File: src/rtl/mips_decode_exec.sv
`default_nettype none
// +------------------------------------------------------------------------+
// | mips_decode_exec: single-cycle MIPS IR, decoder, control unit and ALU  |
// | Revision 1.0                                                           |
// +------------------------------------------------------------------------+
module mips_decode_exec #(
  parameter int DATA_W = 32
) (
  input  logic              cpu_clk,
  input  logic              cpu_rst,
  input  logic              inst_load,
  input  logic [31:0]       inst_in,
  input  logic [DATA_W-1:0] rs_data,
  input  logic [DATA_W-1:0] rt_data,
  output logic [31:0]       inst,
  output logic [5:0]        decode_opcode,
  output logic [4:0]        decode_rs,
  output logic [4:0]        decode_rt,
  output logic [4:0]        decode_rd,
  output logic [4:0]        decode_shamt,
  output logic [5:0]        decode_funct,
  output logic [15:0]       decode_imm16,
  output logic [25:0]       decode_jmp_target,
  output logic [DATA_W-1:0] imm_ext,
  output logic              cpu_ctrl_reg_dst,
  output logic              cpu_ctrl_reg_write,
  output logic              cpu_ctrl_mem_to_reg,
  output logic              cpu_ctrl_mem_read,
  output logic              cpu_ctrl_mem_write,
  output logic              cpu_ctrl_mem_addr_src,
  output logic              cpu_ctrl_alu_src,
  output logic              cpu_ctrl_sign_expand,
  output logic              cpu_ctrl_branch,
  output logic              cpu_ctrl_jmp,
  output logic              cpu_ctrl_syscall,
  output logic [3:0]        cpu_ctrl_alu_ctrl,
  output logic [DATA_W-1:0] alu_out,
  output logic              alu_zero,
  output logic              alu_overflow,
  output logic              alu_carry
);

  localparam logic [3:0] c_alu_and = 4'h0;
  localparam logic [3:0] c_alu_or  = 4'h1;
  localparam logic [3:0] c_alu_add = 4'h2;
  localparam logic [3:0] c_alu_sub = 4'h6;
  localparam logic [3:0] c_alu_slt = 4'h7;

  localparam logic [5:0] c_op_rtype = 6'd0;
  localparam logic [5:0] c_op_j     = 6'd2;
  localparam logic [5:0] c_op_beq   = 6'd4;
  localparam logic [5:0] c_op_addi  = 6'd8;
  localparam logic [5:0] c_op_slti  = 6'd10;
  localparam logic [5:0] c_op_andi  = 6'd12;
  localparam logic [5:0] c_op_ori   = 6'd13;
  localparam logic [5:0] c_op_lw    = 6'd35;
  localparam logic [5:0] c_op_sw    = 6'd43;

  localparam logic [5:0] c_fn_syscall = 6'h0C;
  localparam logic [5:0] c_fn_add     = 6'h20;
  localparam logic [5:0] c_fn_sub     = 6'h22;
  localparam logic [5:0] c_fn_and     = 6'h24;
  localparam logic [5:0] c_fn_or      = 6'h25;
  localparam logic [5:0] c_fn_slt     = 6'h2A;

  logic [31:0] r_ir;

  always_ff @(posedge cpu_clk or posedge cpu_rst) begin
    if (cpu_rst) begin
      r_ir <= '0;
    end else if (inst_load) begin
      r_ir <= inst_in;
    end
  end

  assign inst              = r_ir;
  assign decode_opcode     = r_ir[31:26];
  assign decode_rs         = r_ir[25:21];
  assign decode_rt         = r_ir[20:16];
  assign decode_rd         = r_ir[15:11];
  assign decode_shamt      = r_ir[10:6];
  assign decode_funct      = r_ir[5:0];
  assign decode_imm16      = r_ir[15:0];
  assign decode_jmp_target = r_ir[25:0];

  // Unsupported opcodes/functs fall through the defaults and behave as a NOP.
  always_comb begin
    cpu_ctrl_reg_dst      = 1'b0;
    cpu_ctrl_reg_write    = 1'b0;
    cpu_ctrl_mem_to_reg   = 1'b0;
    cpu_ctrl_mem_read     = 1'b0;
    cpu_ctrl_mem_write    = 1'b0;
    cpu_ctrl_mem_addr_src = 1'b0;
    cpu_ctrl_alu_src      = 1'b0;
    cpu_ctrl_sign_expand  = 1'b0;
    cpu_ctrl_branch       = 1'b0;
    cpu_ctrl_jmp          = 1'b0;
    cpu_ctrl_syscall      = 1'b0;
    cpu_ctrl_alu_ctrl     = c_alu_add;
    case (decode_opcode)
      c_op_rtype: begin
        case (decode_funct)
          c_fn_add, c_fn_sub, c_fn_and, c_fn_or, c_fn_slt: begin
            cpu_ctrl_reg_dst   = 1'b1;
            cpu_ctrl_reg_write = 1'b1;
            case (decode_funct)
              c_fn_sub: cpu_ctrl_alu_ctrl = c_alu_sub;
              c_fn_and: cpu_ctrl_alu_ctrl = c_alu_and;
              c_fn_or:  cpu_ctrl_alu_ctrl = c_alu_or;
              c_fn_slt: cpu_ctrl_alu_ctrl = c_alu_slt;
              default:  cpu_ctrl_alu_ctrl = c_alu_add;
            endcase
          end
          c_fn_syscall: cpu_ctrl_syscall = 1'b1;
          default: ;
        endcase
      end
      c_op_lw: begin
        cpu_ctrl_alu_src      = 1'b1;
        cpu_ctrl_sign_expand  = 1'b1;
        cpu_ctrl_mem_read     = 1'b1;
        cpu_ctrl_mem_to_reg   = 1'b1;
        cpu_ctrl_reg_write    = 1'b1;
        cpu_ctrl_mem_addr_src = 1'b1;
      end
      c_op_sw: begin
        cpu_ctrl_alu_src      = 1'b1;
        cpu_ctrl_sign_expand  = 1'b1;
        cpu_ctrl_mem_write    = 1'b1;
        cpu_ctrl_mem_addr_src = 1'b1;
      end
      c_op_beq: begin
        cpu_ctrl_branch      = 1'b1;
        cpu_ctrl_sign_expand = 1'b1;
        cpu_ctrl_alu_ctrl    = c_alu_sub;
      end
      c_op_j: cpu_ctrl_jmp = 1'b1;
      c_op_addi, c_op_slti: begin
        cpu_ctrl_alu_src     = 1'b1;
        cpu_ctrl_sign_expand = 1'b1;
        cpu_ctrl_reg_write   = 1'b1;
        cpu_ctrl_alu_ctrl    = (decode_opcode == c_op_slti) ? c_alu_slt : c_alu_add;
      end
      c_op_andi, c_op_ori: begin
        cpu_ctrl_alu_src   = 1'b1;
        cpu_ctrl_reg_write = 1'b1;
        cpu_ctrl_alu_ctrl  = (decode_opcode == c_op_ori) ? c_alu_or : c_alu_and;
      end
      default: ;
    endcase
  end

  assign imm_ext = cpu_ctrl_sign_expand ? {{(DATA_W-16){decode_imm16[15]}}, decode_imm16}
                                        : {{(DATA_W-16){1'b0}}, decode_imm16};

  logic [DATA_W-1:0] w_in1;
  logic [DATA_W-1:0] w_in2;
  logic [DATA_W:0]   w_sum;
  logic [DATA_W:0]   w_diff;
  logic              w_add_ov;
  logic              w_sub_ov;
  logic              w_lt;

  assign w_in1 = rs_data;
  assign w_in2 = cpu_ctrl_alu_src ? imm_ext : rt_data;

  assign w_sum    = {1'b0, w_in1} + {1'b0, w_in2};
  assign w_diff   = {1'b0, w_in1} + {1'b0, ~w_in2} + (DATA_W+1)'(1);
  assign w_add_ov = (w_in1[DATA_W-1] == w_in2[DATA_W-1]) && (w_sum[DATA_W-1] != w_in1[DATA_W-1]);
  assign w_sub_ov = (w_in1[DATA_W-1] != w_in2[DATA_W-1]) && (w_diff[DATA_W-1] != w_in1[DATA_W-1]);
  // The difference's sign is inverted exactly when the subtraction overflows.
  assign w_lt     = w_diff[DATA_W-1] ^ w_sub_ov;

  always_comb begin
    alu_out      = '0;
    alu_carry    = 1'b0;
    alu_overflow = 1'b0;
    case (cpu_ctrl_alu_ctrl)
      c_alu_add: begin
        alu_out      = w_sum[DATA_W-1:0];
        alu_carry    = w_sum[DATA_W];
        alu_overflow = w_add_ov;
      end
      c_alu_sub: begin
        alu_out      = w_diff[DATA_W-1:0];
        alu_carry    = w_diff[DATA_W];
        alu_overflow = w_sub_ov;
      end
      c_alu_and: alu_out = w_in1 & w_in2;
      c_alu_or:  alu_out = w_in1 | w_in2;
      c_alu_slt: alu_out = {{(DATA_W-1){1'b0}}, w_lt};
      default: ;
    endcase
  end

  assign alu_zero = (alu_out == '0);

endmodule
`default_nettype wire

File: config.mk
export PLATFORM = sky130hd
export DESIGN_NAME = mips_decode_exec
export DESIGN_NICKNAME = d
export VERILOG_FILES = /design/src/rtl/mips_decode_exec.sv
export SDC_FILE = /design/constraint.sdc
export NUM_CORES = 1
export LEC_CHECK = 0
export ABC_AREA = 1
export CORE_ASPECT_RATIO = 1.75
export CORE_MARGIN = 8
export CORE_UTILIZATION = 40
export CTS_CLUSTER_SIZE = 20
export DETAILED_ROUTE_END_ITERATION = 8
export PLACE_DENSITY = 0.81
export SETUP_SLACK_MARGIN = 0.1
export SYNTH_ARGS = -nofsm -noshare
export SYNTH_HDL_FRONTEND = slang
export SYNTH_SLANG_ARGS = --single-unit
File: constraint.sdc
create_clock -name cpu_clk -period 8.85 [get_ports cpu_clk]
set_input_delay 2.655 -clock cpu_clk [delete_from_list [all_inputs] [get_ports cpu_clk]]
set_output_delay 2.655 -clock cpu_clk [all_outputs]
set_load 0.01 [all_outputs]
---- Yosys cells after proc, flatten, opt, wreduce, memory -nomap -nowiden ----
Cells that the tools add are included.
word-level totals
  word-level logic and storage cells ...... 64
  flip-flop bits (word level) ............. 32
  input bits .............................. 99
  output and inout port bits .............. 188
cells by class
  bitwise gates (word level) .............. 4
  equality and inequality tests ........... 22
  reductions and logical operators ........ 12
  add/subtract/negate cells ............... 3
  mux-type cells .......................... 22
operator list
  cell                   number
  $pmux 32 s5            1
  $add 32x32->33         2
  $mux 32                2
  $eq 6x6->1 const B     7
  $add 33x1->33 const B  1
  $and 32x32->32         1
  $logic_not 32->1       1
  $not 32->32            1
  $or 32x32->32          1
  $eq 6x4->1 const B     5
  $pmux 3 s4             2
  $reduce_or 5->1        3
  $mux 1                 12
  $eq 4x3->1 const B     2
  $eq 6x2->1 const B     1
  $eq 6x3->1 const B     1
  $logic_not 6->1        1
  $mux 3                 2
  $pmux 1 s2             3
  $reduce_or 2->1        3
  $reduce_or 6->1        1
  $eq 4x1->1 const B     1
  $eq 4x2->1 const B     1
  $logic_not 4->1        1
  4 further kinds        7

---- Longest topological paths before layout ----
  depth in word-level cells ............... 13
  mapped depth ............................ 35
  mapped depth without buffers ............ 32

---- Least setup slack after synthesis ----
OpenSTA, ideal clock, no wires.
  path type ............................... in2out
  start point ............................. input rt_data[2]
  end point ............................... output alu_zero
  arrival time ............................ 5.631 ns
  stages .................................. 27
  slack ................................... 0.564 ns
  cells stage by stage .................... inv_1 o21ai_0 inv_1 ha_1 buf_2 inv_1 nand2_1 nand2_1 nand2_1 nand3_1 nand2_1 nand3_1 nand2_1 nand2_1 nand2_1 a21oi_1 or2_2 fa_1 inv_1 nor2_1 nor2_1 nand2_1 nor2_1 nand2_1 nor2_1 nand2_1 nor2_1
RTL lines
  item                RTL line  RTL
  start, declared     14        input logic [DATA_W-1:0] rt_data,
  $mux 32 *           165       assign w_in2 = cpu_ctrl_alu_src ? imm_ext : rt_data;
  $not 32->32         168       assign w_diff = {1'b0, w_in1} + {1'b0, ~w_in2} + (DATA_W+1)'(1);
  $add 32x32->33      168
  $add 33x1->33       168
  $pmux 32 s5 *       178       case (cpu_ctrl_alu_ctrl)
  via alu_out[31]     37        output logic [DATA_W-1:0] alu_out,
  $logic_not 32->1 *  196       assign alu_zero = (alu_out == '0);
  end, declared       38        output logic alu_zero,
The timed path passes the listed nets; every way through them passes the cells marked *.

---- Final worst setup path ----
  start point ............................. input rs_data[22]
  end point ............................... output alu_zero
on the way
  cells in the longest elaborated chain, start to end .. 7
ends and longest elaborated chain
  item                RTL line  RTL
  start, declared     13        input logic [DATA_W-1:0] rs_data,
  $add 32x32->33      168
  $add 33x1->33       168
  $ne 1x1->1          170       assign w_sub_ov = (w_in1[DATA_W-1] != w_in2[DATA_W-1]) && (w_diff[DATA_W-1] != w_in1[DATA_W-1]);
  $logic_and 1x1->1   170
  $xor 1x1->1         172       assign w_lt = w_diff[DATA_W-1] ^ w_sub_ov;
  $pmux 32 s5 *       178
  $logic_not 32->1 *  196
Every way passes the cells marked *; elsewhere a longest branch is shown, timed or not.

==> flow_summary.yaml <==
timing:
  relSlewSlack_pct: 31.83
  setup_viol: 0
  fin_hold_ws_ps: 558.2
  setup_ws_ps: 196.9
  setup-tns-final_ps: 0
  clock_skew_ps: 0
  hold_violations: 0
  drv_slew: 0
  fmax_ghz: 0.1156
  worst_pin_slew_ps: 1020
  fin_crit_sh_pct: 97.77
  fin_crit_ps: 8653
  grt_setup_unrepaired: "true"
route:
  wl_per_cell_um: 16.97
  ant_nets: 0
  finalWirelength_um: 41180
  dr.pass1.iters: 5
  drtIter0Drc: 599
  via_per_inst: 4.876
  route.detailed.drc: 0
  num_vias: 11830
pwr:
  switchingPower_uw: 927.5
  fin_total_pwr_mw: 1.973
  p_leak_nw: 8.142
  p_seq_share_pct: 9.4
  p_comb_share_pct: 80.6
  p_clk_share_pct: 9.9
  internal-power_mw: 1.046
  power.ir.vdd_worst_mv: 0.1633
  switching_share_pct: 47.01
  p_per_area_nw_per_um2: 134.4
yosys:
  synthCells: 1713
  synth_nets: 1911
  yosys_warnings: 0
  synthArstFlopShare_pct: 100.0
  synth_edf_count: 0
  synth_flop_cell: "dfrtp_1"
  synth.distinct_cells: 44
  syn_area_per_cell_sq_um: 5.553
  seq_area_frac_synth_pct: 8.419
  yosys_register_bits: 32
  synth_area_sq_um: 9512
global_route:
  grt_pass1_wl_um: 61210
  grt_max_degree: 44
  grt_pass1_vias: 12293
  antenna_found_initial: 0
  grt_usage_pct: 26.43
  overflow: 0
worst_setup_path:
  cp-start-kind: "input pin"
  crit_type: "in -> out"
  regToRegStartpoint: "inst[3]"
  r2r_setup_slack_ps: 7900
  crit_fanout: 4
  cp_data_arrival_time_ps: 6000
  endpoint: "alu_zero"
  required_ps: 6200
  startpoint: "rs_data[22]"
  worstSetupEndpointType: "output pin"
  reg2reg_depth: 2
  worstReg2RegEnd: "inst[3]"
die:
  die_area_sq_um: 29160
  rows: 74
  die_width_um: 132.6
  coreArea_sq_um: 23330
  die_h_um: 220.0
  ios: 287
  start_util_pct: 40.77
clock_network:
  clock-root-buffer: "clkbuf_16"
  path_clk_slew_ps: 50
  htree_levels: 2
  hold_buffers: 0
  clockBufferDepth: 2
  numCtsBuffers: 5
  clock_latency_ps: 280
  clock_sinks: 32
  tritoncts: "built"
finish:
  layout_common_cells: "nand2_1, inv_1, buf_4"
  fillers: 2193
  diodes: 0
  drive_gt1_share_pct: 24.84
  fin_nets: 2319
  largest_reg_flops: 32
  finalCoreUtilization_pct: 62.92
  area_delta_synth_final_pct: 54.34
  final_common_cell: "nand2_1"
worst_hold_path:
  hold_class: "reg -> reg"
place:
  place.gp.congestion: 1.023
  pre_cts_ws_ps: -723.0
  io_buffers: 285
  post-dp-hpwl_um: 34620
run_status:
  status: "finished clean"
flow_run:
  drv_cap: 0
-- worst min-delay path by stage --
| stage | slack (ps) | startpoint | depth (start not counted) | end |
|---|---|---|---|---|
| global placement | 540 | inst[19] | 1 | inst[19] |
| global route | 600 | inst[19] | 1 | inst[19] |
| finish | 560 | inst[20] | 1 | inst[20] |
| detailed placement | 550 | inst[24] | 1 | inst[24] |
| floorplan | 590 | inst[16] | 1 | inst[16] |
| CTS | 560 | inst[19] | 1 | inst[19] |
-- worst max-delay path: stages --
cell	delay (ps)
clkdlybuf4s50_1	480
inv_1	50
ha_1	360
o21ai_2	100
nand2_1	90
nand2_2	70
nand2_1	80
nand2_2	60
a21oi_2	150
nand2_2	100
nand2_2	90
a21oi_2	60
or2_4	250
fa_1	480
inv_1	100
nor2_1	40
nor2_1	80
nand2_1	70
nor2_1	90
nand2_1	90
nor2_1	110
nand2_1	60
nor2_2	130
buf_2	150
-- synth_stat cells (3+ instances only) --
master      n  area [sq um]
nor3_1     13         65.06
ha_1       96          1201
xor2_1     20         175.2
nand3b_4    3         60.06
nor2_2      7         43.79
nand3_1   110         550.5
nand3b_1    8         60.06
clkbuf_1   14         52.55
buf_4     113         848.3
nand2_2     9         56.30
nand2_1   543          2038
inv_1     374          1404
or2_2       5         31.28
nand2_4     5         56.30
o21ai_0    71         355.3
inv_2       6         22.52
fa_1        3         60.06
and2_1      5         31.28
mux2_2     21         236.5
buf_6       3         33.78
nor2_1    124         465.5
a21oi_1    41         205.2
buf_2      25         125.1
dfrtp_1    32         800.8
nand4_1    18         112.6
nand3_2    16         160.2
nor2_4      5         56.30
nor4_1      3         18.77
o21bai_1    5         37.54
-- metrics by stage --
step / instance area [sq um] / instances
floorplan: 9512 / 1713
CTS: 13780 / 2405
detailed placement: 13550 / 2396
global placement: 13550 / 2396
finish: 14680 / 2426
global route: 14680 / 2426
-- power groups by stage --
stage / logic, mW / clock network, mW / registers [mW]
floorplan: 0.743 / 0 / 0.189
global placement: 1.44 / 0 / 0.187
detailed placement: 1.46 / 0 / 0.189
CTS: 1.47 / 0.203 / 0.186
global route: 1.72 / 0.207 / 0.189
finish: 1.59 / 0.196 / 0.186
-- cell families (layout without fill, tap and decap cells) --
family | count (synthesis) | count (layout) | synth area share [%]
DFF | 32 | 32 | 8.419
AOI/OAI and AO/OA | 121 | 121 | 6.630
other | 1 | 1 | 0.03943
adders and majority gates | 99 | 99 | 13.26
xor gates and xnor gates | 21 | 21 | 1.934
buffers and inverters | 538 | 947 | 26.45
muxes | 21 | 21 | 2.486
and+or+nand+nor | 880 | 880 | 40.78
-- metal layers --
metal	GRT usage [%]	wire length, um	vias up
li1	-	-	5848
met1	22.77	13700	5392
met2	52.30	22190	447
met3	3.602	1804	143
met4	22.59	3484	0
met5	0	0	-
-- layout make-up --
type | count | area, sq um | area share, %
Clock buffer | 6 | 128.9 | 0.8779
Clock inverter | 2 | 35.03 | 0.2386
Inverter | 382 | 1441 | 9.818
Multi-Input combinational cell | 1143 | 6930 | 47.21
Sequential cell | 32 | 800.8 | 5.455
Tap cell | 304 | 380.4 | 2.591
Timing Repair Buffer | 557 | 4964 | 33.81
-- repair_timing --
action | CTS | global route
setup endpoints to repair | 9 | 15
setup buffers | 1 | 21
resized for setup | 29 | 232
pin swaps | 1 | 91
No activity file was read; power rests on OpenSTA's default activity.
